### config.mk
export PLATFORM = sky130hd
export DESIGN_NAME = piso_serializer
export DESIGN_NICKNAME = d
export VERILOG_FILES = /design/src/rtl/piso_pkg.sv /design/src/rtl/piso_bit_counter.sv /design/src/rtl/piso_serializer.sv
export SDC_FILE = /design/constraint.sdc
export NUM_CORES = 1
export LEC_CHECK = 0
export ABC_AREA = 1
export BUFFER_PORTS_ARGS = -buffer_cell sky130_fd_sc_hd__buf_2
export CAP_MARGIN = 20
export CELL_PAD_IN_SITES_DETAIL_PLACEMENT = 1
export CELL_PAD_IN_SITES_GLOBAL_PLACEMENT = 1
export CORE_UTILIZATION = 38
export CTS_BUF_LIST = sky130_fd_sc_hd__clkbuf_2 sky130_fd_sc_hd__clkbuf_4 sky130_fd_sc_hd__clkbuf_8
export CTS_CLUSTER_SIZE = 28
export DETAILED_ROUTE_END_ITERATION = 8
export GPL_ROUTABILITY_DRIVEN = 1
export PLACE_DENSITY_LB_ADDON = 0.1
export REMOVE_ABC_BUFFERS = 1
export SKIP_LAST_GASP = 1
export SLEW_MARGIN = 25
export SYNTH_ARGS = -nofsm -noshare
export SYNTH_HDL_FRONTEND = slang
export SYNTH_SLANG_ARGS = --single-unit
### constraint.sdc
create_clock -name clk -period 1.5 [get_ports clk]
set_input_delay 0.075 -clock clk [delete_from_list [all_inputs] [get_ports clk]]
set_output_delay 0.075 -clock clk [all_outputs]
set_load 0.05 [all_outputs]
### src/rtl/piso_pkg.sv
// Shared definitions for the parallel-in / serial-out serializer.
// Holds the FSM state encoding and the bit-counter width helper.
// No logic; imported by piso_serializer.
package piso_pkg;

    typedef enum logic [1:0] {
        ST_IDLE  = 2'd0,
        ST_SHIFT = 2'd1,
        ST_PAR   = 2'd2
    } state_t;

    // Bits needed to count WIDTH-1 down to 0; never less than one bit.
    function automatic int cnt_width(input int width);
        return (width <= 2) ? 1 : $clog2(width);
    endfunction

endpackage

### src/rtl/piso_bit_counter.sv
// Loadable down-counter tracking the remaining bits of a serial frame.
// Latency: cnt updates one cycle after load/en; last is combinational on cnt.
// Backpressure: none; load wins over en, and cnt holds at zero instead of wrapping.
// Ports: clk, rst_n (async active-low), load/load_val (reload), en (decrement),
//        cnt (current count), last (cnt == 0).
module piso_bit_counter #(
    parameter int CW = 3
) (
    input  logic          clk,
    input  logic          rst_n,
    input  logic          load,
    input  logic [CW-1:0] load_val,
    input  logic          en,
    output logic [CW-1:0] cnt,
    output logic          last
);

    always_ff @(posedge clk or negedge rst_n) begin
        if (!rst_n) begin
            cnt <= '0;
        end else if (load) begin
            cnt <= load_val;
        end else if (en && (cnt != '0)) begin
            cnt <= cnt - 1'b1;
        end
    end

    assign last = (cnt == '0);

endmodule

### src/rtl/piso_serializer.sv
// Parallel-in serial-out stage: accepts a WIDTH-bit word and emits it one bit per clock on so.
// Latency: first bit on so the cycle after acceptance; frame is WIDTH cycles (WIDTH+1 with parity).
// Backpressure: din_ready only while idle, on the final data bit, or on the parity bit (gapless reload).
// Optional feature macro: PISO_PARITY_EN appends an even-parity bit after the data bits.
// Ports: clk, rst_n (async active-low), din/din_valid/din_ready (word handshake),
//        so/so_valid (serial stream to downstream si), busy (frame in progress).
module piso_serializer
    import piso_pkg::*;
#(
    parameter int WIDTH     = 8,
    parameter bit MSB_FIRST = 1'b1
) (
    input  logic             clk,
    input  logic             rst_n,
    input  logic [WIDTH-1:0] din,
    input  logic             din_valid,
    output logic             din_ready,
    output logic             so,
    output logic             so_valid,
    output logic             busy
);

    localparam int            CW       = cnt_width(WIDTH);
    localparam logic [CW-1:0] LOAD_VAL = CW'(WIDTH - 1);
`ifdef PISO_PARITY_EN
    localparam bit            PAR_EN   = 1'b1;
`else
    localparam bit            PAR_EN   = 1'b0;
`endif

    state_t           state;
    logic [WIDTH-1:0] sreg;
    logic             so_q;
    logic             so_valid_q;
    logic             busy_q;
    logic [CW-1:0]    bit_cnt;
    logic             bit_last;
    logic             accept;
`ifdef PISO_PARITY_EN
    logic             par_q;
`endif

    // Bit currently at the output end of a word, honouring the shift direction.
    function automatic logic head(input logic [WIDTH-1:0] v);
        return MSB_FIRST ? v[WIDTH-1] : v[0];
    endfunction

    // Word after one shift toward the output end, zero filled.
    function automatic logic [WIDTH-1:0] advance(input logic [WIDTH-1:0] v);
        return MSB_FIRST ? {v[WIDTH-2:0], 1'b0} : {1'b0, v[WIDTH-1:1]};
    endfunction

    // With parity on, the final data bit must not accept: the parity bit still follows.
    always_comb begin
        din_ready = 1'b0;
        case (state)
            ST_IDLE:  din_ready = 1'b1;
            ST_SHIFT: din_ready = (bit_cnt == '0) && !PAR_EN;
            ST_PAR:   din_ready = 1'b1;
            default:  din_ready = 1'b0;
        endcase
    end

    assign accept = din_valid && din_ready;

    piso_bit_counter #(.CW(CW)) u_bit_counter (
        .clk      (clk),
        .rst_n    (rst_n),
        .load     (accept),
        .load_val (LOAD_VAL),
        .en       (state == ST_SHIFT),
        .cnt      (bit_cnt),
        .last     (bit_last)
    );

    // The shift register always holds the unsent remainder with the bit on so at
    // its head, so so is registered from the same value that is loaded/shifted.
    // An accept can only occur where din_ready is high, so it takes priority everywhere.
    always_ff @(posedge clk or negedge rst_n) begin
        if (!rst_n) begin
            state      <= ST_IDLE;
            sreg       <= '0;
            so_q       <= 1'b0;
            so_valid_q <= 1'b0;
            busy_q     <= 1'b0;
`ifdef PISO_PARITY_EN
            par_q      <= 1'b0;
`endif
        end else if (accept) begin
            state      <= ST_SHIFT;
            sreg       <= din;
            so_q       <= head(din);
            so_valid_q <= 1'b1;
            busy_q     <= 1'b1;
`ifdef PISO_PARITY_EN
            par_q      <= ^din;
`endif
        end else if ((state == ST_SHIFT) && !bit_last) begin
            sreg <= advance(sreg);
            so_q <= head(advance(sreg));
`ifdef PISO_PARITY_EN
        end else if (state == ST_SHIFT) begin
            state <= ST_PAR;
            sreg  <= '0;
            so_q  <= par_q;
`endif
        end else begin
            state      <= ST_IDLE;
            sreg       <= '0;
            so_q       <= 1'b0;
            so_valid_q <= 1'b0;
            busy_q     <= 1'b0;
        end
    end

    assign so       = so_q;
    assign so_valid = so_valid_q;
    assign busy     = busy_q;

endmodule
Word-level counts from Yosys, hierarchy flattened --
Index checks and enable logic that the tools add are counted.
Cells by class: eq/ne operators 3, reductions and logical operators 9, add/subtract/negate cells 1, multiplexer cells 11
Operators by type and width (number):
- $mux W7 | 2
- $mux W3 | 2
- $mux W1 | 4
- $mux W2 | 2
- $logic_and A1 B1 Y1 | 3
- $logic_not A3 Y1 | 1
- $reduce_bool A3 Y1 | 1
- $sub A3 B1 Y3 const B | 1
- $eq A2 B1 Y1 const B | 1
- $eq A2 B2 Y1 const B | 1
- $logic_not A2 Y1 | 1
- $ne A2 B2 Y1 const B | 1
- $pmux W1 S2 | 1
- $reduce_bool A2 Y1 | 1
- $reduce_or A2 Y1 | 1
- $logic_not A1 Y1 | 1
Word-level totals: output and inout bits 4, logic and storage cells 29, register bits 14, input port bits 11

Longest topological paths before layout --
depth after elaboration 5, gate-level depth with buffers 9, mapped depth without buffers 8

By module --
A second synthesis with hierarchy kept.
Unflattened totals: cells, all modules 85, area total of the unflattened synthesis 638.1 µm²
By module, submodules not included:
- piso_serializer | cells each 58, seq. area each 225.2 µm², instances 1, area an instance 445.4 µm²
- piso_bit_counter | cells each 27, seq. area each 75.1 µm², instances 1, area an instance 192.7 µm²

Least setup slack after synthesis --
Ideal clock, no wire load.
kind register to register, start register u_bit_counter.cnt[0], end register u_bit_counter.cnt[1], setup time 113 ps, arrival 1226 ps, cell stages (with the launch flop) 10, data required time 1387 ps, slack 162 ps, period minus slack after synthesis 1338 ps, path buffers 1, path through dfrtp_1 -> inv_1 -> ha_1 -> ha_1 -> inv_2 -> nand2_4 -> buf_6 -> nand3_2 -> nand2_1 -> inv_1
Between the ends: word-level cells in the longest chain between the ends 4, elaborated cells between the ends (all ways) 9, those cells by class add/sub (1); mux (3); reduce/logical (5)
RTL lines:
- start: declaration | RTL line piso_bit_counter.sv:14 | output logic [CW-1:0] cnt,
- start signal: assignment | RTL line piso_bit_counter.sv:22 | cnt <= load_val;
- start signal: assignment | RTL line piso_bit_counter.sv:24 | cnt <= cnt - 1'b1;
- $logic_not A3 Y1 (*) | RTL line piso_serializer.sv:58 | ST_SHIFT: din_ready = (bit_cnt == '0) && !PAR_EN;
- $pmux W1 S2 (*) | RTL line piso_serializer.sv:56 | case (state)
- named net din_ready | RTL line piso_serializer.sv:17 | output logic din_ready,
- $logic_and A1 B1 Y1 (*) | RTL line piso_serializer.sv:64 | assign accept = din_valid && din_ready;
- $mux W3 / $reduce_bool A2 Y1 (equally long branches)
Mark *: on every way through the listed nets, which the timed path passes. The rest lies on a longest branch. The select of a mux whose other input is x is not followed. A chain may end at the register's enable or synchronous reset.

Worst setup path in the final report --
start register u_bit_counter.cnt[0], end output port din_ready
Between the ends: word-level cells in the longest chain between the ends 2
RTL lines (RTL line):
- $logic_not A3 Y1 | piso_serializer.sv:58
- $pmux W1 S2 | piso_serializer.sv:56
- end: declaration | piso_serializer.sv:17
Every way passes these cells.

==> results.sh <==
export IMPL_dp_slack_ns=0.140
export IMPL_fillers=161
export IMPL_grt_pass1_vias=437
export IMPL_chipHeight_um=39.7
export IMPL_insertedDiodeCount=0
export IMPL_hold_viol=0
export IMPL_crit_fanout=5
export IMPL_vias_per_cell=4.82
export IMPL_drive_above_1_share_pct=39.2
export IMPL_synthArstFlopShare_pct=100
export IMPL_routed_wirelength_um=1180
export IMPL_crit_chain="inv_1 > ha_2 > ha_4 > inv_2 > nand2_8 > buf_8"
export IMPL_crit_slowest_cell="dfrtp_1"
export IMPL_fp_row_count=13
export IMPL_relSlewSlack_pct=81.8
export IMPL_syn2layout_area_growth_pct=31.3
export IMPL_ys_seq_area_share_pct=55.6
export IMPL_h_tree_depth=1
export IMPL_worstMarginPinSlew_ns=0.273
export IMPL_ioPinCount=15
export IMPL_synth_top_area_share_pct=55.6
export IMPL_fin_crit_sh_pct=96.3
export IMPL_numCtsBuffers=3
export IMPL_ys_seq_elements=12
export IMPL_avgSynthCellArea_um2=9.16
export IMPL_worst_path_buf_inv=3
export IMPL_swShare_pct=41.9
export IMPL_seq_power_share_pct=34.2
export IMPL_worstSkewPairLatency_ns=0.26
export IMPL_fin_cells=94
export IMPL_worst_setup_path_start_kind="register"
export IMPL_yosysWarnings=0
export IMPL_intPower_uw=851
export IMPL_worstPathRequired_ns=1.42
export IMPL_endpoint_kind="primary output"
export IMPL_hpwl_um=799
export IMPL_drv_slew=0
export IMPL_antenna_found_initial=0
export IMPL_switching_power_uw=614
export IMPL_drc=0
export IMPL_hold_path_class="input port to register"
export IMPL_post_drt_wl_per_cell_um=12.5
export IMPL_yosys_top_cells_count="nand2_1, dfrtp_1, nand3_1"
export IMPL_die_x_um=39.7
export IMPL_outcome="complete, no violations"
export IMPL_combPwrFrac_pct=53.2
export IMPL_synthesis_area_um2=541
export IMPL_power_density_mw_per_mm2=2070
export IMPL_cts_tree="done"
export IMPL_ant_nets=0
export IMPL_yosysMostFrequentCell="nand2_1"
export IMPL_grt_overflow=0
export IMPL_fin_nets=94
export IMPL_multiInputGateArea_um2=210
export IMPL_vdd_drop_max_v=0.00116
export IMPL_setup_viol=0
export IMPL_initial_core_util_pct=41.0
export IMPL_grt_first_pass_wirelength_um=1790
export IMPL_clkPwrFrac_pct=12.6
export IMPL_netlist_instances=59
export IMPL_dr_total_vias=453
export IMPL_clkTransAtPathRegs_ns=0.07
export IMPL_gp_congestion=0.705
export IMPL_track_usage_pct=17.3
export IMPL_yosys_top_cells_area="dfrtp_1, nand2_1, nand3_1"
export IMPL_final_seq_area_um2=300
export IMPL_dr_first_iter_drc_count=4
export IMPL_grt_max_degree=14
export IMPL_hold_ws_ns=0.0463
export IMPL_dp_cells=85
export IMPL_core_mm2=0.00132
export IMPL_critPathKind="register to primary output"
export IMPL_ctsRootBufferMaster="clkbuf_4"
export IMPL_clock_fmax_ghz=0.692
export IMPL_power_leakage_nw=0.407
export IMPL_synth_top_flop_cell="dfrtp_1"
export IMPL_die_area_mm2=0.00158
export IMPL_synthDistinctLibCells=13
export IMPL_synth_edf_count=0
export IMPL_clkSinkCount=12
export IMPL_cp_top_family="flip-flops"
export IMPL_cap_viol_max_count=0
export IMPL_dr_pass1_iters=2
export IMPL_fin_skew_ns=0.00519
export IMPL_tns_ns=0
export IMPL_cp_arrival_ns=1.37
export IMPL_period_needed_ns=1.44
export IMPL_max_stage_delay_ns=0.39
export IMPL_synth_top_area_cell="dfrtp_1"
export IMPL_portBuffers=14
export IMPL_fin_ws_ns=0.0559
export IMPL_max_clock_path_buffers=2
## layer usage
layer,track usage (%),share of wire (%),up-vias
met5,0,0,-
met4,5.17,0.34,0
met3,3.41,3.3,2
met2,29.5,49,11
met1,21.5,47,219
li1,-,-,221
## power groups by stage
| stage | clock, mW | sequential (mW) | combinational, mW |
|---|---|---|---|
| after CTS | 0.192 | 0.502 | 0.651 |
| after detailed placement | 0 | 0.501 | 0.592 |
| after global placement | 0 | 0.496 | 0.573 |
| final | 0.184 | 0.502 | 0.780 |
| after floorplan | 0 | 0.568 | 0.370 |
| after global routing | 0.209 | 0.514 | 0.867 |
## flip-flops by register name (all words and copies together), names as in the netlist
register and cells:
u_bit_counter.cnt 3, sreg 7, so 1, busy 1
## stage by stage
step,utilization [%],cell area (um2),total power [mW]
global placement,46.0,606,1.07
global route,53.8,709,1.59
CTS,50.0,659,1.34
finish,53.8,709,1.47
floorplan,-,517,0.938
detailed placement,46.0,606,1.09
## logic make-up (layout without fill, tap and decap cells)
logic type	count (synthesis)	count (layout)	share of synthesized area, %
flops	12	12	55.6
fa+ha+maj	2	2	4.63
simple gates	34	34	29.9
buf+inv	11	31	9.95
## layout by cell type, fill, tap and decap left out
master         instances
ha_2                   1
inv_1                  4
dlygate4sd3_1          1
buf_4                  5
nand2_1               22
ha_4                   1
dfrtp_1               12
nand2_8                1
and3_1                 1
nor2_4                 1
nand3_2                1
clkbuf_4               3
inv_2                  4
nand3_1                8
buf_8                  1
buf_2                 13
## final timing paths
check / start / to / slack (ns) / cells past startpoint
max: u_bit_counter.cnt[0] / din_ready / 0.06 / 6
min in group asynchronous: rst_n / so / 0.22 / 2
min: din[1] / sreg[1] / 0.05 / 3
max in group asynchronous: rst_n / sreg[0] / 1.06 / 2
min reg2reg: sreg[2] / sreg[3] / 0.45 / 2
max reg2reg: u_bit_counter.cnt[0] / u_bit_counter.cnt[0] / 0.14 / 9
## worst register-to-register path: stages, from the launching register on
cell     delay [ns]
dfrtp_1        0.39
inv_1          0.10
ha_2           0.20
ha_4           0.15
inv_2          0.06
nand2_8        0.07
buf_4          0.11
nand2_1        0.05
nand2_1        0.07
nand2_1        0.05
## what timing repair did
action | 4_1_cts | 5_1_grt
pin swaps | 0 | 1
buffers inserted | 0 | 5
hold endpoints to repair | 12 | 0
hold buffers | 1 | 0
setup endpoints to repair | 1 | 1
gates resized for setup | 5 | 2
## area by class of cell
class	count	area share (%)
multi-input cells	36	29.6
repair buffers	20	18.0
clock buffers	3	3.17
well taps	15	2.65
inverters	8	4.23
flip-flops and latches	12	42.3
No activity file was read; power rests on OpenSTA's default activity.
